File: src/rtl/mc_ctrl_fsm.sv
// Multi-cycle MIPS control sequencer: 4-bit state register advanced by opcode/funct; instr_done is combinational, illegal and retired are registered.
// Stalls in MR/MW while mem_rdy=0; no other backpressure.
module mc_ctrl_fsm #(
    parameter int CNT_W = 32
) (
    input  logic             clk,
    input  logic             rst,
    input  logic [5:0]       opcode,
    input  logic [5:0]       funct,
    input  logic             mem_rdy,
    output logic [3:0]       state,
    output logic             instr_done,
    output logic             illegal,
    output logic [CNT_W-1:0] retired
);

    typedef enum logic [3:0] {
        S_IF     = 4'b0000,
        S_ID     = 4'b0001,
        S_MA     = 4'b0010,
        S_MR     = 4'b0011,
        S_MEMWB  = 4'b0100,
        S_MW     = 4'b0101,
        S_EXE    = 4'b0110,
        S_WB     = 4'b0111,
        S_BRANCH = 4'b1000,
        S_JUMP   = 4'b1001
    } state_t;

    localparam logic [5:0] OP_RTYPE = 6'b000000;
    localparam logic [5:0] OP_LW    = 6'b100011;
    localparam logic [5:0] OP_LB    = 6'b100000;
    localparam logic [5:0] OP_SW    = 6'b101011;
    localparam logic [5:0] OP_SB    = 6'b101000;
    localparam logic [5:0] OP_ADDI  = 6'b001000;
    localparam logic [5:0] OP_ADDIU = 6'b001001;
    localparam logic [5:0] OP_ORI   = 6'b001101;
    localparam logic [5:0] OP_LUI   = 6'b001111;
    localparam logic [5:0] OP_BEQ   = 6'b000100;
    localparam logic [5:0] OP_J     = 6'b000010;
    localparam logic [5:0] OP_JAL   = 6'b000011;
    localparam logic [5:0] FN_ADDU  = 6'b100001;
    localparam logic [5:0] FN_SUBU  = 6'b100011;
    localparam logic [5:0] FN_SLT   = 6'b101010;
    localparam logic [5:0] FN_JR    = 6'b001000;
    localparam logic [5:0] FN_JALR  = 6'b001001;

    state_t           state_q, state_d;
    logic             illegal_q, illegal_d;
    logic [CNT_W-1:0] retired_q, retired_d;

    logic is_load, is_store, is_imm, is_r_alu, is_r_jump, is_jump;

    always_comb begin
        is_load   = (opcode == OP_LW) || (opcode == OP_LB);
        is_store  = (opcode == OP_SW) || (opcode == OP_SB);
        is_imm    = (opcode == OP_ADDI) || (opcode == OP_ADDIU) ||
                    (opcode == OP_ORI)  || (opcode == OP_LUI);
        is_r_alu  = (opcode == OP_RTYPE) &&
                    ((funct == FN_ADDU) || (funct == FN_SUBU) || (funct == FN_SLT));
        is_r_jump = (opcode == OP_RTYPE) && ((funct == FN_JR) || (funct == FN_JALR));
        is_jump   = (opcode == OP_J) || (opcode == OP_JAL) || is_r_jump;
    end

    // Completion is a function of state and mem_rdy only, so the decoder sees it in the same cycle.
    always_comb begin
        instr_done = 1'b0;
        case (state_q)
            S_MEMWB, S_WB, S_BRANCH, S_JUMP: instr_done = 1'b1;
            S_MW:                            instr_done = mem_rdy;
            default:                         instr_done = 1'b0;
        endcase
    end

    always_comb begin
        state_d   = state_q;
        illegal_d = 1'b0;
        retired_d = retired_q + CNT_W'(instr_done);
        case (state_q)
            S_IF: state_d = S_ID;
            S_ID: begin
                if (is_load || is_store)       state_d = S_MA;
                else if (is_imm || is_r_alu)   state_d = S_EXE;
                else if (opcode == OP_BEQ)     state_d = S_BRANCH;
                else if (is_jump)              state_d = S_JUMP;
                else begin
                    state_d   = S_IF;
                    illegal_d = 1'b1;
                end
            end
            // Opcode cannot change after ID in practice; the fall-through to IF is defensive.
            S_MA: begin
                if (is_load)       state_d = S_MR;
                else if (is_store) state_d = S_MW;
                else               state_d = S_IF;
            end
            S_MR:     state_d = mem_rdy ? S_MEMWB : S_MR;
            S_MEMWB:  state_d = S_IF;
            S_MW:     state_d = mem_rdy ? S_IF : S_MW;
            S_EXE:    state_d = S_WB;
            S_WB:     state_d = S_IF;
            S_BRANCH: state_d = S_IF;
            S_JUMP:   state_d = S_IF;
            default:  state_d = S_IF;
        endcase
    end

    always_ff @(posedge clk) begin
        if (rst) begin
            state_q   <= S_IF;
            illegal_q <= 1'b0;
            retired_q <= '0;
        end else begin
            state_q   <= state_d;
            illegal_q <= illegal_d;
            retired_q <= retired_d;
        end
    end

    assign state   = state_q;
    assign illegal = illegal_q;
    assign retired = retired_q;

endmodule

File: config.mk
export PLATFORM = sky130hd
export DESIGN_NAME = mc_ctrl_fsm
export DESIGN_NICKNAME = d
export VERILOG_FILES = /design/src/rtl/mc_ctrl_fsm.sv
export SDC_FILE = /design/constraint.sdc
export NUM_CORES = 1
export LEC_CHECK = 0
export BUFFER_PORTS_ARGS = -buffer_cell sky130_fd_sc_hd__buf_4
export CAP_MARGIN = 20
export CORE_ASPECT_RATIO = 1.75
export CORE_MARGIN = 3
export CORE_UTILIZATION = 35
export DETAILED_ROUTE_END_ITERATION = 7
export MAX_ROUTING_LAYER = met4
export PLACE_DENSITY_LB_ADDON = 0.15
export SKIP_CTS_REPAIR_TIMING = 1
export SYNTH_ARGS = -nofsm -noshare
export SYNTH_HDL_FRONTEND = slang
export SYNTH_SLANG_ARGS = --single-unit
File: constraint.sdc
create_clock -name clk -period 2.1 [get_ports clk]
set_input_delay 0.315 -clock clk [delete_from_list [all_inputs] [get_ports clk]]
set_output_delay 0.315 -clock clk [all_outputs]
set_load 0.01 [all_outputs]
=== After elaboration in Yosys (flattened, before gate mapping) ===
Cells that the tools add are included.

* Word-level logic and storage cells: 59
* Input port bits: 15
* Output and inout port bits: 38
* Flip-flop bits (word level): 37

* Equality and inequality tests: 25
* Reductions and logical operators: 18
* Multiplexer cells: 11
* Add/subtract/negate cells: 1
* Bitwise logic cells: 1

{| class="wikitable"
|+ Operators with widths
! cell !! number
|-
| 6-bit equality test, second input constant || 7
|-
| 6-bit by 4-bit equality test with 1-bit output, second input constant || 6
|-
| 32-bit by 1-bit adder with 32-bit output || 1
|-
| 4-bit case mux with 6 select lines || 1
|-
| 4-bit by 3-bit equality test with 1-bit output, second input constant || 4
|-
| 4-bit 2-to-1 mux || 4
|-
| 6-bit by 2-bit equality test with 1-bit output, second input constant || 2
|-
| 1-bit logical OR || 12
|-
| 3-bit 2-to-1 mux || 4
|-
| 4-bit by 2-bit equality test with 1-bit output, second input constant || 2
|-
| 4-bit equality test, second input constant || 2
|-
| 6-bit by 3-bit equality test with 1-bit output, second input constant || 1
|-
| 6-bit logical NOT || 1
|-
| 5-bit OR reduction || 1
|-
| 4-bit by 1-bit equality test with 1-bit output, second input constant || 1
|-
| 4-bit logical NOT || 1
|-
| 4-bit OR reduction || 1
|-
| 1-bit logical AND || 2
|-
| 1-bit case mux with 2 select lines || 1
|-
| 1-bit 2-to-1 mux || 1
|-
| 1-bit inverter || 1
|}

=== Longest topological paths before layout ===
* Depth in word-level cells: 9
* Depth in mapped cells: 12
* Mapped depth without buffers: 10

=== Least setup slack after synthesis ===
OpenSTA, ideal clock, no wires.

* Kind: reg2reg
* Start: register state_q[0] (netlist: state[0])
* End: register retired_q[30] (netlist: retired[30])
* Period minus slack after synthesis: 2.535 ns
* Stages on the path, launching flop included: 12
* Data arrival time: 2.408 ns
* Buffers on the path: 2
* Slack: -0.435 ns
* Setup time: 0.128 ns
* Cells stage by stage: dfxtp_1 -> buf_2 -> mux2i_1 -> nand2_1 -> o21ai_0 -> ha_1 -> ha_1 -> nand3_1 -> buf_4 -> nor4_4 -> xnor2_1 -> nor2_1

* Longest elaborated chain between the ends: 4
* Elaborated cells between the ends (all ways): 8
* Those cells by class: add/sub (1); eq/ne (5); mux (1); reduce/logical (1)

{| class="wikitable"
|+ Ends and longest elaborated chain
! element !! RTL line !! source
|-
| from (decl) || 48 || <nowiki>state_t state_q, state_d;</nowiki>
|-
| from (signal assigned) || 114 || <nowiki>state_q <= state_d;</nowiki>
|-
| 4-bit by 3-bit equality test with 1-bit output / 4-bit equality test (equally long branches) || 68 || <nowiki>case (state_q)</nowiki>
|-
| 4-bit OR reduction || 68 ||
|-
| 1-bit case mux with 2 select lines (*) || 68 ||
|-
| named net instr_done || 12 || <nowiki>output logic instr_done,</nowiki>
|-
| 32-bit by 1-bit adder with 32-bit output (*) || 78 || <nowiki>retired_d = retired_q + CNT_W'(instr_done);</nowiki>
|-
| to (signal assigned) || 116 || <nowiki>retired_q <= retired_d;</nowiki>
|-
| to (decl) || 50 || <nowiki>logic [CNT_W-1:0] retired_q, retired_d;</nowiki>
|}

Mark *: on every way through the listed nets, which the timed path passes. The rest lies on a longest branch.
A chain may end at the register's enable or synchronous reset.

=== Worst setup path after layout ===
* Start: register state_q[1] (netlist: state[1])
* End: register retired_q[28] (netlist: retired[28])

* Longest elaborated chain between the ends: 4
* Elaborated cells between the ends (all ways): 8
* Those cells by class: add/sub (1); eq/ne (5); mux (1); reduce/logical (1)

{| class="wikitable"
|+ Ends and longest elaborated chain
! element !! RTL line
|-
| 4-bit by 3-bit equality test with 1-bit output / 4-bit equality test (equally long branches) || 68
|-
| 4-bit OR reduction || 68
|-
| 1-bit case mux with 2 select lines (*) || 68
|-
| 32-bit by 1-bit adder with 32-bit output (*) || 78
|}

Every way passes the cells marked *; elsewhere a longest branch is shown, timed or not.

==> results.toml <==
[critical_path]
path_cells = "nor2_1 -> mux2i_1 -> nand2_1 -> o21ai_2 -> ha_2 -> ha_4 -> nand3_4 -> nor4_2 -> xnor2_1 -> nor2_1"
cp_top_family = "simple AND/OR/NAND/NOR gates"
path_class = "reg -> reg"
crit_cells = 10
required_ns = 2.27
r2r_cells = 10
cp_max_fo = 8
slowest_delay_ns = 0.35
crit_top_cell = "nor2_1"
crit_path_start_kind = "flop"
crit_slowest_cell = "dfxtp_2"
path_buf_inv = 0
worstSetupEndpointType = "flop"
cp.arrival_ns = 2.11

[timing]
setup-violations-final = 0
final.setup.worst_slack_ns = 0.159
min_period_over_period = 0.924
rsz0062_at_grt = "yes"
fin_skew_ns = 0.0104
timing.fmax_ghz = 0.515
finalMaxSlewViolations = 0
holdWs_ns = 0.342
worst-slew-pin-transition_ns = 0.426
finalHoldViolCount = 0
min_period_ns = 1.94
slew_headroom = 0.714

[placement]
gp_congestion = 0.746
portBuffers = 52
placed_area_um2 = 2400
pre_cts_ws_ns = -0.0182
hpwl_um = 3300

[cts]
htree_levels = 2
clk_path_buf_depth = 2
clk_pin_slew_worst_paths_ns = 0.07
cts-buffers-inserted = 5
cts_tree = "yes"
cts-root-buf = "clkbuf_8"
cts.sinks = 37
clk-insertion-delay-late_ns = 0.29

[global_route]
grt_usage = 0.157
grt_pass1_vias = 1721
grt_overflow = 0
grt_max_degree = 36
antenna_found_initial = 0
grt_pass1_wl_um = 7450

[drt]
vias_per_cell = 5.27
drc = 0
drt-total-wl_um = 4580
antenna_left = 0
wl_per_cell_um = 13.5
initialDrtViolationCount = 70
firstDrtPassIters = 4
vias = 1793

[pwr]
pwr_density_cell_nw_per_um2 = 564
peakVddDrop_v = 0.000276
leakagePower_nw = 1.01

[logic_synthesis]
synth.top_cell.area_share = 0.393
syn-cell-area_um2 = 1890
async_reset_ff_frac = 0
yosysUniqueCellTypes = 42
ys_seq_elements = 37
avgSynthCellArea_um2 = 8.46
synth_edf_count = 0
yosysMostFrequentCell = "dfxtp_1"
synthTopCellsByCount = "37 x dfxtp_1, 36 x nor2_1, 24 x xnor2_1"
netlist_instances = 223
syn_nets = 240
yosys_warnings = 0
synth_area_leaders = "dfxtp_1 39%, xnor2_1 11%, nor2_1 7.2%"
synth_largest_area_cell = "dfxtp_1"
synth_flop_cell = "dfxtp_1"
ys_seq_area_frac = 0.393

[worst_hold_path]
min_path_type = "in -> reg"
hold_path_depth = 4

[floorplan]
dieArea_um2 = 6340
ios = 53
core_um2 = 5100
start_util = 0.369
die_w_um = 61.5
rows = 34
die_h_um = 103

[final_layout]
fin_util = 0.502
fillerInstances = 546
fin_nets = 302
insertedDiodeCount = 0
syn2layout_area_growth_pct = 36.0
drive_gt1_frac = 0.308
final-seq-area_um2 = 743
fin_area_um2 = 2560
multi_input_area_um2 = 1130

[outcome]
status = "completed"

[flow_run]
cap_violations = 0
[tightest hold or removal path, stage by stage]
cell	delay, ns
buf_4	0.09
a2111oi_2	0.04
nand4b_1	0.07
o41ai_1	0.06
[power breakdown]
group,total (mW),switching [mW],internal [mW]
Clock,0.640,0.253,0.387
Combinational,0.0963,0.0498,0.0465
Sequential,0.709,0.00269,0.706
Total,1.45,0.306,1.14
[cell usage in the layout, fill, tap and decap left out, drive strengths merged, types with 3 or more instances in the layout]
| master | n |
|---|---|
| and4 | 3 |
| a21oi | 7 |
| nor4 | 8 |
| dfxtp | 37 |
| o21ai | 8 |
| clkbuf | 7 |
| nor2 | 36 |
| and3 | 6 |
| xnor2 | 24 |
| nor3 | 15 |
| nand4 | 3 |
| nor2b | 4 |
| xor2 | 4 |
| inv | 9 |
| nand2 | 13 |
| nand3 | 12 |
| buf | 63 |
| or3 | 5 |
[path summary, 6_finish.rpt]
kind	end	start	slack [ns]
max	retired[28]	state[1]	0.16
min	state[2]	opcode[4]	0.34
max reg2reg	retired[28]	state[1]	0.16
min reg2reg	retired[9]	retired[9]	0.53
[registers in the layout, indices dropped and copies added, names as in the netlist]
signal and cells:
state 4, retired 32, illegal 1
[layout make-up]
class / instances / share of cell area
clock buffer: 7 / 0.0337
multi-input combinational: 169 / 0.441
sequential: 37 / 0.290
tap: 54 / 0.0264
timing repair buffer: 63 / 0.184
clock inverter: 1 / 0.0117
inverter: 9 / 0.0132
[metal layers]
| layer | vias up | track usage | routed length, um |
|---|---|---|---|
| li1 | 905 | - | - |
| met1 | 840 | 0.155 | 1720 |
| met2 | 42 | 0.291 | 2590 |
| met3 | 6 | 0.0263 | 194 |
| met4 | 0 | 0.0588 | 75 |
| met5 | - | - | 0 |
[through the flow]
step	cells	total power [mW]	TNS, ns
after floorplan	223	0.779	-0.0000582
after global placement	330	0.823	0
after detailed placement	330	0.823	-0.0182
after CTS	338	1.47	0
after global routing	340	1.50	-0.0204
final	340	1.45	0
[kinds of logic (layout without fill, tap and decap cells)]
group           after synthesis  after routing  synth area share
simple gates                111            112             0.319
buf+inv                      18             80            0.0471
mux                           1              1           0.00531
xor+xnor                     28             28             0.130
fa+ha+maj                     2              2            0.0133
compound gates               26             26            0.0922
flops                        37             37             0.393
Note: power is estimated with default switching activity, not from simulation.
